===== config.mk =====
export PLATFORM = sky130hd
export DESIGN_NAME = elastic_delay_pipeline
export DESIGN_NICKNAME = d
export VERILOG_FILES = /design/src/rtl/delay_pipe_pkg.sv /design/src/rtl/elastic_stage.sv /design/src/rtl/elastic_delay_pipeline.sv
export SDC_FILE = /design/constraint.sdc
export NUM_CORES = 1
export LEC_CHECK = 0
export CAP_MARGIN = 20
export CORE_UTILIZATION = 25
export CTS_CLUSTER_SIZE = 16
export DETAILED_ROUTE_END_ITERATION = 10
export SYNTH_ARGS = -nofsm -noshare
export SYNTH_HDL_FRONTEND = slang
export SYNTH_SLANG_ARGS = --single-unit

===== constraint.sdc =====
create_clock -name clk -period 5.12 [get_ports clk]
set_input_delay 1.024 -clock clk [delete_from_list [all_inputs] [get_ports clk]]
set_output_delay 1.024 -clock clk [all_outputs]
set_load 0.02 [all_outputs]

===== src/rtl/delay_pipe_pkg.sv =====
// Shared defaults and the depth clamp used by the elastic delay pipeline.
// cfg_depth of 0 maps to 1 and anything beyond the physical stage count maps to that count.
package delay_pipe_pkg;

    localparam int DEFAULT_WIDTH = 32;
    localparam int DEFAULT_DEPTH = 4;

    function automatic int unsigned clamp_depth(input int unsigned cfg, input int unsigned max_depth);
        if (cfg == 0) begin
            return 1;
        end
        if (cfg > max_depth) begin
            return max_depth;
        end
        return cfg;
    endfunction

endpackage


===== src/rtl/elastic_stage.sv =====
// One pipeline slot: a data register plus its valid bit.
// The data register only captures valid items, so an emptied slot keeps its last value.
module elastic_stage
    import delay_pipe_pkg::*;
#(
    parameter int WIDTH = DEFAULT_WIDTH
) (
    input  logic             clk,
    input  logic             rst,
    input  logic             clr_i,
    input  logic             load_en_i,
    input  logic             valid_i,
    input  logic [WIDTH-1:0] data_i,
    output logic             valid_o,
    output logic [WIDTH-1:0] data_o
);

    logic             valid_q, valid_d;
    logic [WIDTH-1:0] data_q, data_d;

    always_comb begin
        valid_d = valid_q;
        data_d  = data_q;
        if (load_en_i) begin
            valid_d = valid_i;
        end
        if (load_en_i && valid_i && !clr_i) begin
            data_d = data_i;
        end
        // A clear drops the item but leaves the data register untouched.
        if (clr_i) begin
            valid_d = 1'b0;
        end
    end

    always_ff @(posedge clk) begin
        if (rst) begin
            valid_q <= 1'b0;
            data_q  <= '0;
        end else begin
            valid_q <= valid_d;
            data_q  <= data_d;
        end
    end

    assign valid_o = valid_q;
    assign data_o  = data_q;

endmodule


===== src/rtl/elastic_delay_pipeline.sv =====
// Elastic delay line: nominal depth_q-cycle latency with valid/ready flow control,
// bubble collapsing, synchronous flush, occupancy count and runtime-selectable depth.
module elastic_delay_pipeline
    import delay_pipe_pkg::*;
#(
    parameter  int WIDTH     = DEFAULT_WIDTH,
    parameter  int MAX_DEPTH = DEFAULT_DEPTH,
    localparam int CW        = $clog2(MAX_DEPTH + 1)
) (
    input  logic             clk,
    input  logic             rst,
    input  logic [CW-1:0]    cfg_depth,
    input  logic             flush,
    input  logic             in_valid,
    output logic             in_ready,
    input  logic [WIDTH-1:0] in_data,
    output logic             out_valid,
    input  logic             out_ready,
    output logic [WIDTH-1:0] out_data,
    output logic [CW-1:0]    occupancy,
    output logic [CW-1:0]    depth_q
);

    logic [MAX_DEPTH-1:0] v;
    logic [MAX_DEPTH-1:0] r;
    logic [WIDTH-1:0]     d [MAX_DEPTH];

    logic [CW-1:0] entry_idx;
    logic [CW-1:0] occ_q, occ_d;
    logic [CW-1:0] depth_d;
    logic          entry_ready;
    logic          in_xfer, out_xfer;

    assign entry_idx = depth_q - CW'(1);

    for (genvar gi = 0; gi < MAX_DEPTH; gi++) begin : g_stage
        localparam logic [CW-1:0] IDX = CW'(gi);

        logic             is_entry;
        logic             src_v;
        logic [WIDTH-1:0] src_d;

        // Stage i may advance whenever some slot at or below it is free or the consumer pulls.
        assign r[gi]    = out_ready | ~(&v[gi:0]);
        assign is_entry = (entry_idx == IDX);

        if (gi == MAX_DEPTH - 1) begin : g_top
            assign src_v = in_valid & is_entry;
            assign src_d = in_data;
        end else begin : g_mid
            // Slots above the entry stage are always empty, so shifting from them only moves bubbles.
            assign src_v = is_entry ? in_valid : v[gi+1];
            assign src_d = is_entry ? in_data  : d[gi+1];
        end

        elastic_stage #(
            .WIDTH(WIDTH)
        ) u_stage (
            .clk      (clk),
            .rst      (rst),
            .clr_i    (flush),
            .load_en_i(r[gi]),
            .valid_i  (src_v),
            .data_i   (src_d),
            .valid_o  (v[gi]),
            .data_o   (d[gi])
        );
    end

    always_comb begin
        entry_ready = 1'b0;
        for (int i = 0; i < MAX_DEPTH; i++) begin
            if (entry_idx == CW'(i)) begin
                entry_ready = r[i];
            end
        end
    end

    assign in_ready  = entry_ready & ~flush;
    assign in_xfer   = in_valid & in_ready;
    assign out_valid = v[0];
    assign out_data  = d[0];
    assign out_xfer  = v[0] & out_ready;

    always_comb begin
        occ_d   = occ_q;
        depth_d = depth_q;
        if (flush) begin
            occ_d = '0;
        end else if (in_xfer && !out_xfer) begin
            occ_d = occ_q + CW'(1);
        end else if (!in_xfer && out_xfer) begin
            occ_d = occ_q - CW'(1);
        end
        // Depth may only move while nothing is in flight, so no item sees two latencies.
        if ((occ_q == '0 || flush) && !in_xfer) begin
            depth_d = CW'(clamp_depth(32'(cfg_depth), MAX_DEPTH));
        end
    end

    always_ff @(posedge clk) begin
        if (rst) begin
            occ_q   <= '0;
            depth_q <= CW'(MAX_DEPTH);
        end else begin
            occ_q   <= occ_d;
            depth_q <= depth_d;
        end
    end

    assign occupancy = occ_q;

endmodule

==> results.sh <==
export IMPL_grt_pass1_vias=4362
export IMPL_reg2reg_depth=10
export IMPL_wl_um=14100
export IMPL_syn_area_um2=6210
export IMPL_hold_viol_final=0
export IMPL_die_x_um=160
export IMPL_row_count=57
export IMPL_cp_max_fo=6
export IMPL_drt_pass1_iter_count=4
export IMPL_cp_arrival_ps=3390
export IMPL_final_antenna_net_count=0
export IMPL_cts_root_buffer_cell="clkbuf_16"
export IMPL_grt_pass1_wl_um=23200
export IMPL_synth_edf_count=0
export IMPL_power_total_mw=2.64
export IMPL_path_clk_slew_ps=60
export IMPL_ir_drop_v=0.000196
export IMPL_ys_warnings_count=0
export IMPL_required_ps=4100
export IMPL_synthesis_nets=712
export IMPL_synth_distinct_cells=36
export IMPL_p_per_area_nw_per_um2=344
export IMPL_holdCritStartpoint="g_stage[3].u_stage.data_o[22]$_SDFFE_PP0P_"
export IMPL_drc_errors=0
export IMPL_io_pins=80
export IMPL_rrSetupSlack_ps=2080
export IMPL_cts_made_buffers=17
export IMPL_gp_congestion=0.722
export IMPL_layout_setup_ws_ps=707
export IMPL_drv_cap=0
export IMPL_cts_sinks=138
export IMPL_holdPathStages=2
export IMPL_core_area_um2=24300
export IMPL_critPathKind="in -> out"
export IMPL_ctsHoldBuffers=0
export IMPL_io_buffers=79
export IMPL_slew_violations=0
export IMPL_cts_resized=0
export IMPL_die_h_um=160
export IMPL_ys_seq_elements=138
export IMPL_grt_usage=0.115
export IMPL_start_util=0.255
export IMPL_dp_final_hpwl_um=8940
export IMPL_drive_gt1_frac=0.0994
export IMPL_finalSetupTns_ps=0
export IMPL_rsz0062_at_grt="no"
export IMPL_timing_rr_start="depth_q[2]$_SDFFE_PP1P_"
export IMPL_leakagePower_nw=2.50
export IMPL_syn_to_final_growth_pct=23.3
export IMPL_postCtsSetupRepairBufs=0
export IMPL_grt_max_degree=84
export IMPL_postSynthCellCount=670
export IMPL_antenna_found_initial=0
export IMPL_pre_cts_ws_ps=675
export IMPL_min_period_ps=4410
export IMPL_yosys_area_top_type="dfxtp_1"
export IMPL_cts_buffer_depth=2
export IMPL_async_reset_ff_frac=0
export IMPL_gr_total_overflow=0
export IMPL_setup_viol=0
export IMPL_drt_iter0_drc=198
export IMPL_wl_per_cell_um=13.7
export IMPL_final_nets=733
export IMPL_vias_per_cell=4.45
export IMPL_synth_main_ff_cell="dfxtp_1"
export IMPL_start_kind="primary input"
export IMPL_clk_latency_ps=410
export IMPL_slew_limit_headroom=0.364
export IMPL_final_period_utilization=0.862
export IMPL_vias=4575
export IMPL_timing_fmax_mhz=227
export IMPL_yosysSeqAreaShare=0.445
export IMPL_synthTopCellsByArea="dfxtp_1 44%, mux2i_1 17%, a211oi_1 9.4%, nor2_1 6.1%, buf_4 4.2%"
export IMPL_status="complete, no violations"
export IMPL_fillers=2516
export IMPL_end_kind="output port"
export IMPL_syn_avg_cell_area_um2=9.27
export IMPL_layout_commonest_cell="dfxtp_1"
export IMPL_cts_tree="built"
export IMPL_tightest_slew_ps=951
export IMPL_min_to="g_stage[3].u_stage.data_o[22]$_SDFFE_PP0P_"
export IMPL_reg2reg_to="occupancy[2]$_SDFFE_PP0P_"
export IMPL_synth_top_area_share=0.445
export IMPL_final_seq_area_um2=2760
export IMPL_htree_num_levels=4
export IMPL_clock_skew_ps=9.14
export IMPL_multi_input_area_um2=2970
export IMPL_min_path_type="reg -> reg"
export IMPL_dieArea_um2=25500
export IMPL_mostFrequentLayoutCells="138 x dfxtp_1, 103 x mux2i_1, 101 x nor2_1"
## cells by family after synthesis
| kind of cell | share of synthesized area |
|---|---|
| muxes | 0.166 |
| AOI/OAI and AO/OA | 0.170 |
| and+or+nand+nor | 0.131 |
| DFF | 0.445 |
| buffers and inverters | 0.0790 |
| adders and majority gates | 0.00524 |
| xor gates and xnor gates | 0.00423 |
## synth_stat cells (2+ instances only)
master      n
a211oi_1   78
a211oi_2   18
a21oi_1    37
and3_1      2
buf_1       2
buf_2      14
buf_4      35
clkbuf_1   37
dfxtp_1   138
inv_1       3
mux2i_1   103
nand2_1    68
nand2b_1    2
nand3_1     3
nor2_1    101
nor2b_1     2
nor3_1      3
nor3b_1     3
nor4b_1     2
or3_1       2
xor2_1      2
## registers in the layout, summed over array words and instances, names as in the netlist
name and count:
g_stage.u_stage.data_o 128, occupancy 3, g_stage.u_stage.valid_o 4, depth_q 3
## critical path, cell delays in order
cell	delay (ps)
clkdlybuf4s50_1	440
nor2b_1	530
nor3_1	100
or3_1	420
o21ba_2	260
nor3_1	50
clkdlybuf4s50_1	570
## layer usage
metal,share of wire,up-vias,GRT usage
met2,0.48,64,0.192
met3,0.037,13,0.0322
met4,0.012,0,0.0402
li1,-,2375,-
met5,0,-,0
met1,0.47,2123,0.140
## stage by stage
stage                     cells  cell area [um2]   util  hold slack [ps]
after floorplan             670             6210      -              436
after CTS                  1028             7660  0.315              456
after global routing       1028             7660  0.315              472
after detailed placement    996             7040  0.289              447
after global placement      996             7040  0.289              441
final                      1029             7660  0.315              454
## worst max path at each step
stage | start | end | slack, ps | depth (start not counted)
global route | out_ready | in_ready | 570 | 7
global placement | out_ready | in_ready | 760 | 7
CTS | out_ready | in_ready | 680 | 7
finish | out_ready | in_ready | 710 | 7
floorplan | out_ready | in_ready | 1900 | 6
detailed placement | out_ready | in_ready | 680 | 7
## area by class of cell
| cell class | instances | area share |
|---|---|---|
| Sequential cell | 138 | 0.361 |
| Timing Repair Buffer | 90 | 0.115 |
| Clock buffer | 18 | 0.0573 |
| Antenna cell | 1 | 0.000327 |
| Tap cell | 324 | 0.0529 |
| Inverter | 3 | 0.00147 |
| Clock inverter | 14 | 0.0238 |
| Multi-Input combinational cell | 441 | 0.388 |
## report_power, final
part	total, mW	switching (mW)	internal [mW]
registers	1.12	0.0192	1.11
clock network	1.29	0.504	0.791
logic	0.217	0.121	0.0956
(Power assumes the default switching activity.)
